### config.mk
export PLATFORM = sky130hd
export DESIGN_NAME = i2c_xfer_seq
export DESIGN_NICKNAME = d
export VERILOG_FILES = /design/src/rtl/i2c_package.sv /design/src/rtl/i2c_xfer_seq.sv
export SDC_FILE = /design/constraint.sdc
export NUM_CORES = 1
export LEC_CHECK = 0
export BUFFER_PORTS_ARGS = -buffer_cell sky130_fd_sc_hd__buf_4
export CAP_MARGIN = 20
export CORE_MARGIN = 2
export CORE_UTILIZATION = 45
export CTS_CLUSTER_SIZE = 20
export DETAILED_ROUTE_END_ITERATION = 6
export MAX_ROUTING_LAYER = met4
export PLACE_DENSITY = 0.72
export SETUP_SLACK_MARGIN = 0.15
export SLEW_MARGIN = 0
export SYNTH_ARGS = -nofsm -noshare
export SYNTH_HDL_FRONTEND = slang
export SYNTH_SLANG_ARGS = --single-unit
### constraint.sdc
create_clock -name clk -period 2 [get_ports clk]
set_clock_uncertainty 0.2 [all_clocks]
set_input_delay 0.2 -clock clk [delete_from_list [all_inputs] [get_ports clk]]
set_output_delay 0.2 -clock clk [all_outputs]
set_load 0.02 [all_outputs]
### src/rtl/i2c_package.sv
// Shared types and constants for the I2C transfer sequencer.
package i2c_package;

  // Sequencer states, from request acceptance through completion.
  typedef enum logic [2:0] {
    IDLE,
    ADDR,
    REG,
    WDATA,
    RADDR,
    RDATA,
    STOP,
    DONE
  } seq_state_t;

  // Completion status codes held after a transfer ends.
  localparam logic [1:0] STATUS_OK   = 2'd0;
  localparam logic [1:0] STATUS_NACK = 2'd1;
  localparam logic [1:0] STATUS_AL   = 2'd2;

  // R/W bit appended to the 7-bit slave address.
  localparam logic I2C_DIR_WRITE = 1'b0;
  localparam logic I2C_DIR_READ  = 1'b1;

endpackage

### src/rtl/i2c_xfer_seq.sv
// Register-oriented I2C transfer sequencer: turns one request into a chain
// of byte-controller commands (address, register pointer, data bytes).
module i2c_xfer_seq
  import i2c_package::*;
#(
  parameter int LEN_W = 4
) (
  input  logic             clk,
  input  logic             nReset,
  input  logic             req_valid,
  output logic             req_ready,
  input  logic [6:0]       req_addr,
  input  logic             req_rnw,
  input  logic [7:0]       req_reg,
  input  logic [LEN_W-1:0] req_len,
  input  logic             wr_valid,
  output logic             wr_ready,
  input  logic [7:0]       wr_data,
  output logic             rd_valid,
  output logic [7:0]       rd_data,
  output logic             done,
  output logic             err_nack,
  output logic             err_al,
  output logic             bc_start,
  output logic             bc_stop,
  output logic             bc_read,
  output logic             bc_write,
  output logic             bc_ack_in,
  output logic [7:0]       bc_din,
  input  logic             bc_cmd_ack,
  input  logic             bc_ack_out,
  input  logic [7:0]       bc_dout,
  input  logic             bc_al
);

  seq_state_t       state;
  logic [1:0]       status;
  logic [6:0]       addr_q;
  logic             rnw_q;
  logic [7:0]       reg_q;
  logic [LEN_W-1:0] cnt;
  logic             outstanding;
  logic             last;

  assign outstanding = bc_start | bc_stop | bc_read | bc_write;
  assign last        = (cnt == LEN_W'(1));
  assign err_nack    = (status == STATUS_NACK);
  assign err_al      = (status == STATUS_AL);

  // Main sequencer: one command in flight at a time, outputs all registered.
  always_ff @(posedge clk or negedge nReset) begin
    if (!nReset) begin
      state     <= IDLE;
      status    <= STATUS_OK;
      addr_q    <= '0;
      rnw_q     <= 1'b0;
      reg_q     <= '0;
      cnt       <= '0;
      req_ready <= 1'b1;
      wr_ready  <= 1'b0;
      rd_valid  <= 1'b0;
      rd_data   <= '0;
      done      <= 1'b0;
      bc_start  <= 1'b0;
      bc_stop   <= 1'b0;
      bc_read   <= 1'b0;
      bc_write  <= 1'b0;
      bc_ack_in <= 1'b0;
      bc_din    <= '0;
    end else begin
      done     <= 1'b0;
      rd_valid <= 1'b0;

      if (outstanding && bc_cmd_ack) begin
        bc_start  <= 1'b0;
        bc_stop   <= 1'b0;
        bc_read   <= 1'b0;
        bc_write  <= 1'b0;
        bc_ack_in <= 1'b0;
      end

      if (bc_al && (state inside {ADDR, REG, WDATA, RADDR, RDATA, STOP})) begin
        bc_start  <= 1'b0;
        bc_stop   <= 1'b0;
        bc_read   <= 1'b0;
        bc_write  <= 1'b0;
        bc_ack_in <= 1'b0;
        wr_ready  <= 1'b0;
        status    <= STATUS_AL;
        done      <= 1'b1;
        state     <= DONE;
      end else begin
        case (state)
          IDLE: begin
            if (req_valid && req_ready) begin
              addr_q    <= req_addr;
              rnw_q     <= req_rnw;
              reg_q     <= req_reg;
              cnt       <= req_len;
              status    <= STATUS_OK;
              req_ready <= 1'b0;
              bc_start  <= 1'b1;
              bc_write  <= 1'b1;
              bc_ack_in <= 1'b0;
              bc_din    <= {req_addr, I2C_DIR_WRITE};
              state     <= ADDR;
            end
          end
          ADDR: begin
            if (outstanding && bc_cmd_ack) begin
              if (bc_ack_out) begin
                status <= STATUS_NACK;
                state  <= STOP;
              end else begin
                state <= REG;
              end
            end
          end
          REG: begin
            if (!outstanding) begin
              bc_write <= 1'b1;
              bc_stop  <= (cnt == '0);
              bc_din   <= reg_q;
            end else if (bc_cmd_ack) begin
              if (bc_ack_out) begin
                status <= STATUS_NACK;
                state  <= STOP;
              end else if (cnt == '0) begin
                done  <= 1'b1;
                state <= DONE;
              end else if (rnw_q) begin
                state <= RADDR;
              end else begin
                state <= WDATA;
              end
            end
          end
          WDATA: begin
            if (outstanding) begin
              if (bc_cmd_ack) begin
                if (bc_ack_out) begin
                  status <= STATUS_NACK;
                  state  <= STOP;
                end else begin
                  if (cnt != '0) cnt <= cnt - LEN_W'(1);
                  if (last) begin
                    done  <= 1'b1;
                    state <= DONE;
                  end
                end
              end
            end else if (wr_ready) begin
              if (wr_valid) begin
                wr_ready <= 1'b0;
                bc_din   <= wr_data;
                bc_write <= 1'b1;
                bc_stop  <= last;
              end
            end else if (wr_valid) begin
              wr_ready <= 1'b1;
            end
          end
          RADDR: begin
            if (!outstanding) begin
              bc_start <= 1'b1;
              bc_write <= 1'b1;
              bc_din   <= {addr_q, I2C_DIR_READ};
            end else if (bc_cmd_ack) begin
              if (bc_ack_out) begin
                status <= STATUS_NACK;
                state  <= STOP;
              end else begin
                state <= RDATA;
              end
            end
          end
          RDATA: begin
            if (!outstanding) begin
              bc_read   <= 1'b1;
              bc_ack_in <= last;
              bc_stop   <= last;
            end else if (bc_cmd_ack) begin
              rd_valid <= 1'b1;
              rd_data  <= bc_dout;
              if (cnt != '0) cnt <= cnt - LEN_W'(1);
              if (last) begin
                done  <= 1'b1;
                state <= DONE;
              end
            end
          end
          STOP: begin
            if (!outstanding) begin
              bc_stop <= 1'b1;
            end else if (bc_cmd_ack) begin
              done  <= 1'b1;
              state <= DONE;
            end
          end
          DONE: begin
            req_ready <= 1'b1;
            state     <= IDLE;
          end
          default: begin
            req_ready <= 1'b1;
            state     <= IDLE;
          end
        endcase
      end
    end
  end

endmodule

==> metrics.cfg <==
[run]
cap_violations=0

[critical_path]
critPathMaxStageDelay_ns=0.62
worst-path-max-fanout=9
critical_path.slowest_cell=sky130_fd_sc_hd__o41ai_2
cp.buffers_inverters=2
worstSetupEndpointType=flip-flop
kind_of_critical_path=flip-flop to flip-flop
worstPathCellList=o41ai_2 -> buf_4 -> nor3_4 -> buf_12 -> mux2_4
worstPathRequired_ns=2.00
timing.critical_path.arrival_ns=2.13
worst_path_dominant_cell_family=compound AO/OA/AOI/OAI gates
crit_path_start_kind=flip-flop

[layout]
final_nets=469
layout-area-overhead-vs-synth_pct=68.3
antenna_cells=0
post_route_cells_drive_above_1_share=0.558

[logic_synthesis]
number_of_instances_in_the_synthesized_netlist=257
yosysMostFrequentCell=sky130_fd_sc_hd__dfrtp_1
mappedNetlistArea_mm2=0.00274
synth_top_cell_area_share=0.448
synth.net_count=302
ys_seq_elements=50
synthDistinctLibCells=54
synth_top_cells_by_area=sky130_fd_sc_hd__dfrtp_1 45%, sky130_fd_sc_hd__mux2_2 13%, sky130_fd_sc_hd__a21oi_1 3.1%
number_of_enable_type_register_cells_in_the_synthesized_netlist=0
synth.largest_area_cell=sky130_fd_sc_hd__dfrtp_1
synthesis.area_per_instance_um2=10.7
synth.top_cells.by_count=49 x sky130_fd_sc_hd__dfrtp_1, 31 x sky130_fd_sc_hd__mux2_2, 21 x sky130_fd_sc_hd__nor2_1
synth-seq-area-share=0.457
async_reset_ff_frac=1.00
synth_ff_type=sky130_fd_sc_hd__dfrtp_1
ys_warn_count=0

[sta]
grt_setup_unrepaired=true
timing.final.max_slew_violations=0
fin_setup_tns_ns=-2.28
highest_attainable_clock_frequency_mhz=469
slew_headroom=0.578
post-route-worst-setup-slack_ns=-0.132
worst-slew-pin-transition_ns=0.633
setup_viol=21
finalCriticalPeriod_ns=2.13
post-route-period-util=1.07
final_hold_viols=0

[route]
routed_wire_length_per_instance_um=17.2
routed_via_density=5.51
first_pass_drt_iterations=4
detailedRoute.firstIterationViolations=105
detail_route.wirelength_um=8600
vias=2753
route.antenna.remaining_nets=0
route.detailed.drc=0

[floorplan]
core_area_mm2=0.00589
floorplan.io_pins=70
floorplan.initialDensity=0.465
die_width_um=82.0
dieArea_mm2=0.00672
count_of_standard_cell_rows=28
dieHeight_um=82.0

[min_path]
timing.hold.worst.class=input pin to flip-flop

[power_and_ir_drop]
ir_drop_mv=0.432
powerDensity_mw_per_mm2=418
p_total_w=0.00192
power.static_leakage_nw=2.20

[global_routing]
antenna_found_initial=0
grt_start_max_net_pins=51
grt_first_pass_wirelength_um=12600
first_global_vias=2694
grt_usage=0.256
grt_remaining_overflow=0

[clocking]
clkSlewWorstSetupHoldPaths_ns=0.10
cts_buffers=5
clkSinkCount=50
max-clock-path-buffers=2
worst_skew_pair.late_latency_ns=0.31
cts_max_level=2
cts_tree=yes
cts_root_buffer=sky130_fd_sc_hd__clkbuf_8

[placed_design]
place_congestion=0.917
buffer_ports.inserted=69
post-place-ws_ns=-0.138
hpwl_um=5570

[status]
outcome=complete, but fails checks
violations=setup timing

layout by cell type, fill, tap and decap left out, types with 4 or more instances in the layout:
cell and instances:
sky130_fd_sc_hd__nand2_1 18, sky130_fd_sc_hd__dfrtp_2 4, sky130_fd_sc_hd__buf_12 5, sky130_fd_sc_hd__mux2i_1 8
sky130_fd_sc_hd__nor2_1 16, sky130_fd_sc_hd__buf_4 127, sky130_fd_sc_hd__mux2_4 16, sky130_fd_sc_hd__a21oi_1 9
sky130_fd_sc_hd__dlygate4sd3_1 29, sky130_fd_sc_hd__inv_1 7, sky130_fd_sc_hd__a31oi_1 5, sky130_fd_sc_hd__nand3_1 4
sky130_fd_sc_hd__a21oi_2 8, sky130_fd_sc_hd__clkbuf_8 5, sky130_fd_sc_hd__dfrtp_1 45, sky130_fd_sc_hd__o21ai_0 7
sky130_fd_sc_hd__a221o_1 5, sky130_fd_sc_hd__nor2b_1 5, sky130_fd_sc_hd__buf_6 12, sky130_fd_sc_hd__mux2_2 16
kinds of logic (layout without fill, tap and decap cells):
group | Yosys count | after routing | share of synthesized area
DFF | 50 | 50 | 0.457
AOI/OAI and AO/OA | 62 | 62 | 0.167
muxes | 40 | 40 | 0.161
buffers and inverters | 22 | 190 | 0.0388
adders and majority gates | 3 | 3 | 0.0128
xor gates and xnor gates | 2 | 2 | 0.00640
and+or+nand+nor | 78 | 78 | 0.157
worst min-delay path, stage by stage:
cell                      delay [ns]
sky130_fd_sc_hd__buf_4          0.10
sky130_fd_sc_hd__nand2_1        0.04
sky130_fd_sc_hd__a21oi_1        0.13
sky130_fd_sc_hd__nor2_1         0.05
power by group:
group          internal [W]  leakage, nW             switching, W  total, W
clock network      0.000380       0.0587                 0.000374  0.000754
registers           0.00101        0.683  0.000000000000000000416   0.00101
logic              0.000101         1.46                0.0000593  0.000161
stage by stage:
step	std cells	util	cell area (um2)	hold slack, ns
finish	500	0.783	4610	0.000892
global route	500	0.783	4610	0.0271
CTS	491	0.748	4400	0.000359
detailed placement	445	0.646	3800	0.0634
global placement	445	0.646	3800	0.0596
floorplan	257	-	2800	-0.296
state kept, by name (all words and copies together), names as in the netlist, 2 cells and up:
signal / cells
rd_data: 8
cnt: 4
addr_q: 7
bc_din: 8
state: 3
status: 2
reg_q: 8
area by class of cell:
| class | count | area (um2) |
|---|---|---|
| Clock buffer | 5 | 68.8 |
| Clock inverter | 3 | 47.5 |
| Fill cell | 395 | 1280 |
| Inverter | 9 | 33.8 |
| Multi-Input combinational cell | 185 | 1630 |
| Sequential cell | 50 | 1260 |
| Tap cell | 75 | 93.8 |
| Timing Repair Buffer | 173 | 1480 |
what timing repair did:
action | CTS | global route
gates resized for setup | 28 | 36
hold buffers | 29 | 0
endpoints found under the setup margin | 39 | 44
pin swaps | 14 | 19
setup buffers | 9 | 9
endpoints found under the hold margin | 77 | 0
path summary, 6_finish.rpt:
check | from | endpoint | slack, ns | cells past startpoint
setup / recovery | bc_stop$_DFF_PN0_ | rd_data[7]$_DFFE_PN0P_ | -0.13 | 5
hold / removal | req_valid | req_ready$_DFFE_PN1P_ | 0.0009 | 4
setup reg to reg | bc_stop$_DFF_PN0_ | rd_data[7]$_DFFE_PN0P_ | -0.13 | 5
hold reg to reg | addr_q[0]$_DFFE_PN0P_ | addr_q[0]$_DFFE_PN0P_ | 0.32 | 1
max in group asynchronous | nReset | rd_data[7]$_DFFE_PN0P_ | 0.89 | 2
min in group asynchronous | nReset | done$_DFF_PN0_ | 0.27 | 2
metal layers:
metal	global-route usage	vias to the layer above	wire length (um)
met3	0.0429	29	334
met5	-	-	0
li1	-	1266	-
met2	0.415	81	4390
met1	0.315	1377	3640
met4	0.112	0	236
Note: power is estimated with default switching activity, not from simulation.
